<file path="src/rtl/mult_pipe.sv">
// Fully pipelined XLEN x XLEN multiplier covering MUL/MULH/MULHSU/MULHU.
// Each stage folds NUM_BITS multiplier bits into the running product; tags ride along.
module mult_pipe #(
    parameter int XLEN      = 32,
    parameter int NUM_STAGE = 4,
    parameter int TAG_W     = 6
) (
    input  logic                               clock,
    input  logic                               reset_n,
    input  logic                               flush,
    input  logic                               in_valid,
    output logic                               in_ready,
    input  logic [1:0]                         in_func,
    input  logic [XLEN-1:0]                    in_a,
    input  logic [XLEN-1:0]                    in_b,
    input  logic [TAG_W-1:0]                   in_tag,
    output logic                               out_valid,
    input  logic                               out_ready,
    output logic [XLEN-1:0]                    out_result,
    output logic [TAG_W-1:0]                   out_tag,
    output logic [$clog2(NUM_STAGE+1)-1:0]     occupancy
);
    localparam int W2    = 2 * XLEN;
    localparam int NB    = W2 / NUM_STAGE;
    localparam int OCC_W = $clog2(NUM_STAGE + 1);

    logic [NUM_STAGE-1:0] valid_q;
    logic [1:0]           func_q   [NUM_STAGE];
    logic [TAG_W-1:0]     tag_q    [NUM_STAGE];
    logic [W2-1:0]        mcand_q  [NUM_STAGE];
    logic [W2-1:0]        mplier_q [NUM_STAGE];
    logic [W2-1:0]        prod_q   [NUM_STAGE];

    logic [NUM_STAGE-1:0] src_valid;
    logic [1:0]           src_func   [NUM_STAGE];
    logic [TAG_W-1:0]     src_tag    [NUM_STAGE];
    logic [W2-1:0]        src_mcand  [NUM_STAGE];
    logic [W2-1:0]        src_mplier [NUM_STAGE];
    logic [W2-1:0]        src_prod   [NUM_STAGE];
    logic [W2-1:0]        nxt_mcand  [NUM_STAGE];
    logic [W2-1:0]        nxt_mplier [NUM_STAGE];
    logic [W2-1:0]        nxt_prod   [NUM_STAGE];

    logic [NUM_STAGE-1:0] adv;
    logic                 all_full;
    logic                 a_signed;
    logic                 b_signed;
    logic [W2-1:0]        a_ext;
    logic [W2-1:0]        b_ext;
    logic                 accept;
    logic                 drain;
    logic [OCC_W-1:0]     occ_q;

    // Valid/ready: a transfer happens on an edge where valid and ready are both high;
    // ready never depends on valid. Stage k may load whenever it is empty or every
    // stage downstream of it can move, so an empty stage always accepts.
    always_comb begin
        all_full = 1'b1;
        adv      = '0;
        for (int k = NUM_STAGE - 1; k >= 0; k--) begin
            all_full = all_full & valid_q[k];
            adv[k]   = !all_full || out_ready;
        end
    end

    always_comb begin
        a_signed = (in_func == 2'b01) || (in_func == 2'b10);
        b_signed = (in_func == 2'b01);
        a_ext    = {{XLEN{a_signed & in_a[XLEN-1]}}, in_a};
        b_ext    = {{XLEN{b_signed & in_b[XLEN-1]}}, in_b};
    end

    always_comb begin
        src_valid     = '0;
        src_valid[0]  = in_valid;
        src_func[0]   = in_func;
        src_tag[0]    = in_tag;
        src_mcand[0]  = a_ext;
        src_mplier[0] = b_ext;
        src_prod[0]   = '0;
        for (int k = 1; k < NUM_STAGE; k++) begin
            src_valid[k]  = valid_q[k-1];
            src_func[k]   = func_q[k-1];
            src_tag[k]    = tag_q[k-1];
            src_mcand[k]  = mcand_q[k-1];
            src_mplier[k] = mplier_q[k-1];
            src_prod[k]   = prod_q[k-1];
        end
        for (int k = 0; k < NUM_STAGE; k++) begin
            nxt_prod[k]   = src_prod[k] + W2'(src_mplier[k][NB-1:0]) * src_mcand[k];
            nxt_mplier[k] = src_mplier[k] >> NB;
            nxt_mcand[k]  = src_mcand[k] << NB;
        end
    end

    always_ff @(posedge clock or negedge reset_n) begin
        if (!reset_n) begin
            valid_q <= '0;
            for (int k = 0; k < NUM_STAGE; k++) begin
                func_q[k]   <= '0;
                tag_q[k]    <= '0;
                mcand_q[k]  <= '0;
                mplier_q[k] <= '0;
                prod_q[k]   <= '0;
            end
        end else begin
            for (int k = 0; k < NUM_STAGE; k++) begin
                if (flush) begin
                    valid_q[k] <= 1'b0;
                end else if (adv[k]) begin
                    valid_q[k] <= src_valid[k];
                end
                // Data follows adv even during flush; the cleared valid masks it.
                if (adv[k]) begin
                    func_q[k]   <= src_func[k];
                    tag_q[k]    <= src_tag[k];
                    mcand_q[k]  <= nxt_mcand[k];
                    mplier_q[k] <= nxt_mplier[k];
                    prod_q[k]   <= nxt_prod[k];
                end
            end
        end
    end

    assign accept = in_valid && adv[0] && !flush;
    assign drain  = valid_q[NUM_STAGE-1] && out_ready;

    always_ff @(posedge clock or negedge reset_n) begin
        if (!reset_n) begin
            occ_q <= '0;
        end else if (flush) begin
            occ_q <= '0;
        end else if (accept && !drain) begin
            occ_q <= occ_q + OCC_W'(1);
        end else if (drain && !accept) begin
            occ_q <= occ_q - OCC_W'(1);
        end
    end

    assign in_ready   = adv[0];
    assign out_valid  = valid_q[NUM_STAGE-1];
    assign out_tag    = tag_q[NUM_STAGE-1];
    assign out_result = (func_q[NUM_STAGE-1] == 2'b00) ? prod_q[NUM_STAGE-1][XLEN-1:0]
                                                       : prod_q[NUM_STAGE-1][W2-1:XLEN];
    assign occupancy  = occ_q;

endmodule

</file>
<file path="config.mk">
export PLATFORM = sky130hd
export DESIGN_NAME = mult_pipe
export DESIGN_NICKNAME = d
export VERILOG_FILES = /design/src/rtl/mult_pipe.sv
export SDC_FILE = /design/constraint.sdc
export NUM_CORES = 2
export LEC_CHECK = 0
export BUFFER_PORTS_ARGS = -buffer_cell sky130_fd_sc_hd__buf_4
export CAP_MARGIN = 20
export CORE_AREA = 2 2 311 313
export CTS_BUF_LIST = sky130_fd_sc_hd__clkbuf_8
export DETAILED_ROUTE_END_ITERATION = 10
export DIE_AREA = 0 0 313 315
export PLACE_DENSITY = 0.82
export SYNTH_ARGS = -nofsm -noshare
export SYNTH_HDL_FRONTEND = slang
export SYNTH_SLANG_ARGS = --single-unit
export TNS_END_PERCENT = 100
</file>
<file path="constraint.sdc">
create_clock -name clock -period 17.2 [get_ports clock]
set_input_delay 1.72 -clock clock [delete_from_list [all_inputs] [get_ports clock]]
set_output_delay 1.72 -clock clock [all_outputs]
set_load 0.005 [all_outputs]
</file>
==> flow_metrics.env <==
export IMPL_fmax_mhz=105
export IMPL_outcome="finished clean"
export IMPL_finalHoldViolCount=0
export IMPL_final_setup_viol_count=0
export IMPL_ys_ff_latch=381
export IMPL_synth_adder_area_share_pct=46.5
export IMPL_relSlewSlack_pct=24.5
export IMPL_synth_cells=6895
export IMPL_cp_common_cell="fa_1"
export IMPL_slowest_delay_ns=0.69
export IMPL_drc_errors=0
export IMPL_rsz0062_at_grt="no"
export IMPL_fin_skew_ns=0.0433
export IMPL_place_congestion=0.967
export IMPL_via_per_inst=5.71
export IMPL_fp_dieW_um=313
export IMPL_drive_gt1_share_pct=4.58
export IMPL_clk_latency_ns=0.70
export IMPL_coreArea_mm2=0.0957
export IMPL_synth_nets=8534
export IMPL_route_vias_total=46575
export IMPL_final_antenna_net_count=0
export IMPL_reg2reg_slack_ns=7.69
export IMPL_routed_wl_mm=161
export IMPL_cts_made_buffers=66
export IMPL_multi_input_area_mm2=0.0459
export IMPL_cts_hold_buf=0
export IMPL_synthTopCellsByArea="fa_1 39%, dfrtp_1 16%, nand2_1 9.3%"
export IMPL_dp_hpwl_mm=127
export IMPL_end_kind="register"
export IMPL_ys_warn_count=0
export IMPL_tightest_slew_ns=1.13
export IMPL_period_share_pct=55.3
export IMPL_crit_type="reg2reg"
export IMPL_cts_resized=0
export IMPL_final_area_mm2=0.0647
export IMPL_row_count=114
export IMPL_crit_slowest_cell="dfrtp_1"
export IMPL_synth_edff_count=0
export IMPL_rr_endpoint="prod_q[191]"
export IMPL_tritoncts="done"
export IMPL_whs_path_depth=2
export IMPL_post_route_min_period_ns=9.51
export IMPL_layout_nets=8466
export IMPL_hold_path_class="reg2reg"
export IMPL_place_area_mm2=0.0632
export IMPL_route_detailed_wl_per_inst_um=19.8
export IMPL_holdCritStartpoint="prod_q[66]"
export IMPL_seq_area_mm2=0.00953
export IMPL_synth_xor_area_share_pct=3.53
export IMPL_dieArea_mm2=0.0986
export IMPL_finalSetupTns_ns=0
export IMPL_synth_top_family_by_area="adder cells"
export IMPL_synth_top_area_share_pct=39.3
export IMPL_h_tree_depth=3
export IMPL_ys_types=70
export IMPL_critPathRequiredTime_ns=17.72
export IMPL_cp_max_fo=19
export IMPL_yosysTopAreaCell="fa_1"
export IMPL_area_growth_syn_to_layout_pct=5.18
export IMPL_antenna_found_initial=4
export IMPL_syn_area_per_cell_um2=8.92
export IMPL_first_pass_iters=6
export IMPL_overflow=0
export IMPL_synth_area_mm2=0.0615
export IMPL_clkTransAtPathRegs_ns=0.06
export IMPL_ios=120
export IMPL_portBuffers=119
export IMPL_whs_endpoint="prod_q[2]"
export IMPL_r2r_start="mplier_q[202]"
export IMPL_drv_cap=0
export IMPL_synth_top_cells_by_count="1,525 x nand2_1, 1,322 x inv_1, 1,207 x fa_1"
export IMPL_dr_first_iter_drc_count=4067
export IMPL_initial_utilization_pct=64.3
export IMPL_async_flop_share_pct=100
export IMPL_root_buffer="clkbuf_8"
export IMPL_r2r_cells=34
export IMPL_muxShareOfSynthArea_pct=0.621
export IMPL_dieHeight_um=315
export IMPL_grt_pass1_vias=50122
export IMPL_groute_usage_overall_pct=34.0
export IMPL_yosys_area_share_simple_pct=17.0
export IMPL_synth_ff_type="dfrtp_1"
export IMPL_cts_setup_buffers=0
export IMPL_clockBufferDepth=3
export IMPL_synth_compound_area_share_pct=6.92
export IMPL_grt_pass1_wl_mm=262
export IMPL_synth_seq_area_share_pct=15.5
export IMPL_cp_start_kind="register"
export IMPL_clkSinkCount=381
export IMPL_nFillCells=7477
export IMPL_grt_start_max_net_pins=110
export IMPL_yosysMostFrequentCell="nand2_1"
export IMPL_final_max_slew_viol_count=0
export IMPL_arrival_ns=10.03
[layout make-up]
type / count / share of cell area, %
repair buffers: 159 / 1.89
clock inverters: 34 / 0.522
flip-flops and latches: 381 / 14.7
multi-input cells: 4896 / 71.0
diodes: 2 / 0.00774
well taps: 1276 / 2.47
clock buffers: 80 / 1.70
inverters: 1323 / 7.68
[placed cells by master, fill, tap and decap left out, drive strengths merged, types with 36 or more instances in the layout]
| master | n |
|---|---|
| o21ai | 137 |
| fa | 1207 |
| ha | 355 |
| and2 | 455 |
| dfrtp | 381 |
| o21a | 36 |
| clkbuf | 80 |
| nand2 | 1525 |
| buf | 159 |
| xnor2 | 167 |
| a21oi | 248 |
| nor2 | 195 |
| inv | 1346 |
| xor2 | 81 |
| a21o | 95 |
[layer usage]
| layer | global-route usage [%] | share of wire, % |
|---|---|---|
| met4 | 11.9 | 3.6 |
| met3 | 8.61 | 10 |
| met1 | 45.1 | 39 |
| met2 | 54.9 | 47 |
| met5 | 0 | 0.019 |
[worst max-delay path: cells and delay by family (launching register included)]
kind	cells	cell delay, ns
adders and majority gates	8	3.67
DFF	1	0.69
AOI/OAI and AO/OA	18	3.94
and+or+nand+nor	2	0.23
xor gates and xnor gates	2	0.30
buffers and inverters	4	0.54
[per-stage QoR]
stage	hold WS [ns]	setup WS (ns)	instances	utilization, %
floorplan	0.430	8.67	6895	-
global placement	0.442	8.00	8034	66.0
detailed placement	0.449	7.85	8034	66.0
CTS	0.435	7.81	8148	67.6
global route	0.460	7.20	8150	67.6
finish	0.439	7.69	8151	67.6
[cell families after synthesis]
kind of cell / Yosys count
AOI/OAI and AO/OA: 682
xor gates and xnor gates: 248
and+or+nand+nor: 2370
buffers and inverters: 1618
muxes: 34
DFF: 381
adders and majority gates: 1562
[state kept, by name, summed over array words and instances, names as in the netlist]
signal and flops:
prod_q 242, mcand_q 81, mplier_q 19, src_tag 18
func_q 8, out_tag 6, valid_q 4, occupancy 3
[worst max path at each step]
stage                        from  depth (start not counted)  slack, ns     endpoint
floorplan            mcand_q[222]                         37       8.67  prod_q[191]
global placement     mcand_q[221]                         35       8.00  prod_q[191]
detailed placement  mplier_q[202]                         34       7.85  prod_q[191]
CTS                 mplier_q[207]                         33       7.81  prod_q[191]
global route        mplier_q[207]                         33       7.20  prod_q[191]
finish              mplier_q[202]                         34       7.69  prod_q[191]
Power is not shown: default switching activity piles up to over one toggle a cycle in this logic, so the estimate is an artifact.
